--- src/rtl/somador_sequencial.sv ---
// somador_sequencial: multi-cycle WIDTH-bit adder, SLICE bits per clock with a registered inter-slice carry.
// Define SOMADOR_SUB_EN to add the sub input (a - b mode) and the signed overflow output ovf.
module somador_sequencial #(
  parameter int WIDTH = 16,
  parameter int SLICE = 4
) (
  input  logic             clk,
  input  logic             rst_n,
  input  logic             start,
  input  logic [WIDTH-1:0] a,
  input  logic [WIDTH-1:0] b,
  input  logic             ci,
  output logic             busy,
  output logic             done,
  output logic [WIDTH-1:0] s,
  output logic             co
`ifdef SOMADOR_SUB_EN
  ,
  input  logic             sub,
  output logic             ovf
`endif
);

  localparam int NSL  = (SLICE > 0) ? WIDTH / SLICE : 1;
  localparam int IDXW = (NSL > 1) ? $clog2(NSL) : 1;
  localparam logic [IDXW-1:0] LAST_IDX = IDXW'(NSL - 1);

  if (WIDTH < 1 || SLICE < 1 || SLICE > WIDTH || (WIDTH % SLICE) != 0) begin : g_param_check
    $error("somador_sequencial: SLICE must be in 1..WIDTH and divide WIDTH exactly");
  end

  typedef enum logic [1:0] {IDLE, CALC, DONE} state_t;

  state_t           state;
  logic [WIDTH-1:0] a_reg;
  logic [WIDTH-1:0] b_reg;
  logic [WIDTH-1:0] acc;
  logic [WIDTH-1:0] acc_next;
  logic             carry;
  logic [IDXW-1:0]  idx;

  logic [SLICE-1:0] a_sl;
  logic [SLICE-1:0] b_sl;
  logic [SLICE-1:0] sum_sl;
  logic             slice_co;

  // One SLICE-wide ripple step on the current slice; acc is a working copy so s stays stable during CALC.
  always_comb begin
    a_sl = a_reg[idx*SLICE +: SLICE];
    b_sl = b_reg[idx*SLICE +: SLICE];
    {slice_co, sum_sl} = {1'b0, a_sl} + {1'b0, b_sl} + {{SLICE{1'b0}}, carry};
    acc_next = acc;
    acc_next[idx*SLICE +: SLICE] = sum_sl;
  end

`ifdef SOMADOR_SUB_EN
  // Carry into the MSB is recovered from the MSB sum bit; only meaningful on the last slice.
  logic msb_cin;
  assign msb_cin = a_sl[SLICE-1] ^ b_sl[SLICE-1] ^ sum_sl[SLICE-1];
`endif

  always_ff @(posedge clk or negedge rst_n) begin
    if (!rst_n) begin
      state <= IDLE;
      busy  <= 1'b0;
      done  <= 1'b0;
      s     <= '0;
      co    <= 1'b0;
      a_reg <= '0;
      b_reg <= '0;
      acc   <= '0;
      carry <= 1'b0;
      idx   <= '0;
`ifdef SOMADOR_SUB_EN
      ovf   <= 1'b0;
`endif
    end else begin
      case (state)
        IDLE, DONE: begin
          done <= 1'b0;
          if (start) begin
            a_reg <= a;
`ifdef SOMADOR_SUB_EN
            b_reg <= sub ? ~b : b;
            carry <= sub ? 1'b1 : ci;
`else
            b_reg <= b;
            carry <= ci;
`endif
            idx   <= '0;
            busy  <= 1'b1;
            state <= CALC;
          end else begin
            state <= IDLE;
          end
        end
        CALC: begin
          acc   <= acc_next;
          carry <= slice_co;
          if (idx == LAST_IDX) begin
            s     <= acc_next;
            co    <= slice_co;
`ifdef SOMADOR_SUB_EN
            ovf   <= msb_cin ^ slice_co;
`endif
            busy  <= 1'b0;
            done  <= 1'b1;
            state <= DONE;
          end else begin
            idx <= idx + 1'b1;
          end
        end
        default: begin
          busy  <= 1'b0;
          done  <= 1'b0;
          state <= IDLE;
        end
      endcase
    end
  end

endmodule

--- config.mk ---
export PLATFORM = sky130hd
export DESIGN_NAME = somador_sequencial
export DESIGN_NICKNAME = d
export VERILOG_FILES = /design/src/rtl/somador_sequencial.sv
export SDC_FILE = /design/constraint.sdc
export NUM_CORES = 1
export LEC_CHECK = 0
export CORE_MARGIN = 1
export CORE_UTILIZATION = 48
export CTS_CLUSTER_DIAMETER = 120
export CTS_CLUSTER_SIZE = 25
export DETAILED_ROUTE_END_ITERATION = 10
export PLACE_DENSITY = 0.83
export SKIP_LAST_GASP = 1
export SLEW_MARGIN = 40
export SYNTH_ARGS = -nofsm -noshare
export SYNTH_HDL_FRONTEND = slang
export SYNTH_SLANG_ARGS = --single-unit
--- constraint.sdc ---
create_clock -name clk -period 3.25 [get_ports clk]
set_clock_uncertainty 0.15 [all_clocks]
set_input_delay 0.4875 -clock clk [delete_from_list [all_inputs] [get_ports clk]]
set_output_delay 0.4875 -clock clk [all_outputs]
set_load 0.005 [all_outputs]
[Word-level counts from Yosys, hierarchy flattened]
Cells that the tools add are included.
Storage, ports and cells
  register bits after elaboration: 72
  word-level logic and storage cells: 46
  input bits: 36
  output and inout port bits: 19
Operators by class
  shift-type cells: 4
  reduce and logical (&&, ||, !) cells: 8
  equality and inequality tests: 6
  multiplexer cells: 14
  add/sub/neg operators: 4
Operators with widths (count)
  4-bit negator with 34-bit output: 1
  4-bit by 34-bit variable shift with 16-bit output (first input constant): 1
  4-bit by 34-bit variable part select with 16-bit output: 1
  16-bit by 5-bit variable part select with 4-bit output: 2
  16-bit bitwise mux: 1
  2-bit case mux with 2 select lines: 2
  2-bit AND reduction: 4
  1-bit two-way mux: 6
  2-bit two-way mux: 3
  2-bit != test (second input constant): 3
  4-bit by 4-bit adder with 5-bit output: 1
  5-bit by 1-bit adder with 5-bit output: 1
  2-bit == test (second input constant): 2
  1-bit case mux with 2 select lines: 2
  3-bit AND reduction: 1
  2-bit by 1-bit adder with 2-bit output (second input constant): 1
  2-bit by 1-bit == test with 1-bit output (second input constant): 1
  2-bit logical NOT: 1
  2-bit nonzero test: 1
  2-bit OR reduction: 1

[Longest topological paths before layout]
  depth after elaboration: 5
  mapped depth: 9
  mapped depth without buffers: 8

[Least setup slack after synthesis]
OpenSTA, ideal clock, no wires.
  path type: flip-flop to flip-flop
  start: register idx[0]
  end: register acc[15]
  data arrival time: 2.762 ns
  library setup time: 0.122 ns
  path slack: 0.217 ns
  clock period less this slack: 3.033 ns
  path buffers: 1
  required time: 2.978 ns
  stages on the path, launching flop included: 8
  path through: dfrtp_1 > buf_2 > mux4_2 > fa_1 > and3_1 > or3_1 > and2_1 > a32o_1
Between the ends
  cells in the longest elaborated chain, start to end: 5
  elaborated cells on any way between the ends: 8
  classes of those cells: add/sub (3); shift (4); mux (1)
RTL lines
  start, declared: line 40  | logic [IDXW-1:0] idx;
  start signal, assigned: line 110  | idx <= idx + 1'b1;
  16-bit by 5-bit variable part select with 4-bit output, on equally long branches: line 49, 50
  4-bit by 4-bit adder with 5-bit output: line 51  | {slice_co, sum_sl} = {1'b0, a_sl} + {1'b0, b_sl} + {{SLICE{1'b0}}, carry};
  5-bit by 1-bit adder with 5-bit output: line 51
  4-bit by 34-bit variable part select with 16-bit output: line 53  | acc_next[idx*SLICE +: SLICE] = sum_sl;
  16-bit bitwise mux *: line 53
  end signal, assigned: line 98  | acc <= acc_next;
  end, declared: line 37  | logic [WIDTH-1:0] acc;
Mark *: on every way between the ends. The rest lies on a longest branch, timed or not.
A chain may end at the register's enable or synchronous reset.

[Worst setup path in the final report]
Same ends and word-level chain as after synthesis.

==> run metrics <==
Worst EP arrival=3130 ps; Avg Cell Area, Syn=10.3 um2; vias in the first global route=2,496; Post-synth EDFFs=0; ys flop type=dfrtp_1; # Post-CTS Setup Buffers=0; H-tree Lvls=3; Post-CTS Resized=0; Via Count=2,465; Antenna Cells=0; CTS tree=yes; clk sinks=71; Mapped Cells=317; CP Launch Type=register; Reg clk slew, reported paths=70 ps; drt wl/cell=14.6 um; syn_nets=364; failing checks=design-rule violations; Setup Viol. Count Final=0; CP Class=register to register; DRC violation count after routing=3; worst vdd rail ir drop=518 uV; slew margin rel.=0.592; Seq/Total Area, Yosys=0.546; initial antenna violation count=0; setup_tns=0 ps; clk root buf=clkbuf_8; min Tclk post-route=3050 ps; first-pass GRT wire length=11.6 mm; die width=84.3 um; critical path capture point type=register; I/O Buffers=54; Layout Utilization=0.641; Pre-antenna DRT Iters=7; Vias/cell=5.41; pin count of the biggest net entering global routing=39; RSZ-0062 raised after global routing=no; gr usage total=0.209; Tightest Pin Transition=611 ps; Layout Nets=421; Clock Latency Late Sink=340 ps; Ports=55; Tightest Hold Check Type=register to register; Row Count=29; Initial Utilization=0.504; 1st-iter DRT viols=183; Static Leak=1.96 nW; Critical Path RT=3330 ps; Yosys reg bits=71; Max Transition Viols Final=0; final hold violations=0; CP Max Fanout=9; Die Y=84.3 um; final WL=6.64 mm; Placer Congestion=0.830; layout cells sized above 1=0.0976; most instantiated cells after synthesis=nand2_1, dfrtp_1, nor2_1; Yosys cell types=29; die area=7110 um2; most frequent cell after synthesis=nand2_1; grt ovf=0; area grow syn2layout=27.3%; status=complete, but fails checks; dpl hpwl=4.79 mm; Max Cap Viol=0; fmax=328 MHz; floorplan core area=6460 um2; top cells by area, synth=dfrtp_1, nand2_1, mux4_2, ha_1, nor2_1; final period utilization=0.937; synth warn=0; Pwr Density=1100 nW/um2; post-synth top area share=0.546; Cell Area, Placed=3890 um2; total CTS buffers=9; Synth area leader=dfrtp_1; clock buffer depth=2; Fillers=528; Post-Syn Area=3250 um2; post-route cell area=4140 um2; antenna-violating nets left=0; Post-synth ARST share=1.00
## area by class of cell
| cell class | instances | area [um2] | share of cell area |
|---|---|---|---|
| clock buffers | 14 | 183 | 0.0441 |
| clock inverters | 2 | 60.1 | 0.0145 |
| inverters | 13 | 48.8 | 0.0118 |
| multi-input cells | 217 | 1370 | 0.330 |
| flip-flops and latches | 71 | 1780 | 0.429 |
| well taps | 77 | 96.3 | 0.0233 |
| repair buffers | 62 | 613 | 0.148 |
## cells by family (layout without fill, tap and decap cells)
family / Yosys count / in the layout / synth area share
and+or+nand+nor: 151 / 151 / 0.201
xor gates and xnor gates: 1 / 1 / 0.00269
muxes: 8 / 8 / 0.0554
buffers and inverters: 29 / 91 / 0.0350
adders and majority gates: 11 / 11 / 0.0469
AOI/OAI and AO/OA: 46 / 46 / 0.113
DFF: 71 / 71 / 0.546
## layout by cell type (no fill, tap or decap), types with 4 or more instances in the layout
master / instances
nand2_1: 105
dfrtp_1: 71
clkdlybuf4s50_1: 53
nor2_1: 30
clkbuf_8: 13
inv_1: 12
a221oi_1: 12
ha_1: 9
mux4_2: 8
a32o_1: 8
a22o_1: 8
buf_4: 7
a21oi_1: 6
o21ai_0: 5
a32oi_1: 4
## report_power, final
group          internal [mW]  switching [mW]
Sequential              1.28           0.254
Clock                  0.517           0.314
Combinational          0.967            1.24
Total                   2.76            1.81
## path summary, 6_finish.rpt
kind	from	end	slack, ps	cells past startpoint
max	idx[0]	acc[15]	200	6
min reg2reg	b_reg[10]	b_reg[10]	320	2
min	b_reg[10]	b_reg[10]	320	2
max reg2reg	idx[0]	acc[15]	200	6
max in group asynchronous	rst_n	a_reg[0]	1930	3
min in group asynchronous	rst_n	s[14]	480	2
## timing repair
item | in CTS | in global routing
endpoints found under the hold margin | 0 | 33
endpoints found under the setup margin | 0 | 0
hold buffers | 0 | 1
## routing by layer
layer  GRT usage  share of wire  routed length [um]  up-vias
li1            -              -                   -     1192
met1       0.271           0.45                2970     1181
met2       0.349           0.50                3300       87
met3      0.0600          0.048                 316        5
met4      0.0533         0.0092                  61        0
met5           0              0                   0        -
## stage by stage
stage                     setup slack (ps)  power, mW  hold slack, ps  cells
final                                  203       4.57             324    456
after global routing                  87.7       4.91             349    456
after CTS                              198       4.58            82.0    455
after detailed placement               220       3.74             309    439
after global placement                 264       3.64             305    439
after floorplan                        217       2.96            41.9    317
## critical path: stages, from the launching register on
cell     delay (ps)
dfrtp_1         650
mux4_2          590
fa_1            410
and3_1          180
or3_1           450
and2_1          240
a32o_1          260
(Power assumes the default switching activity.)
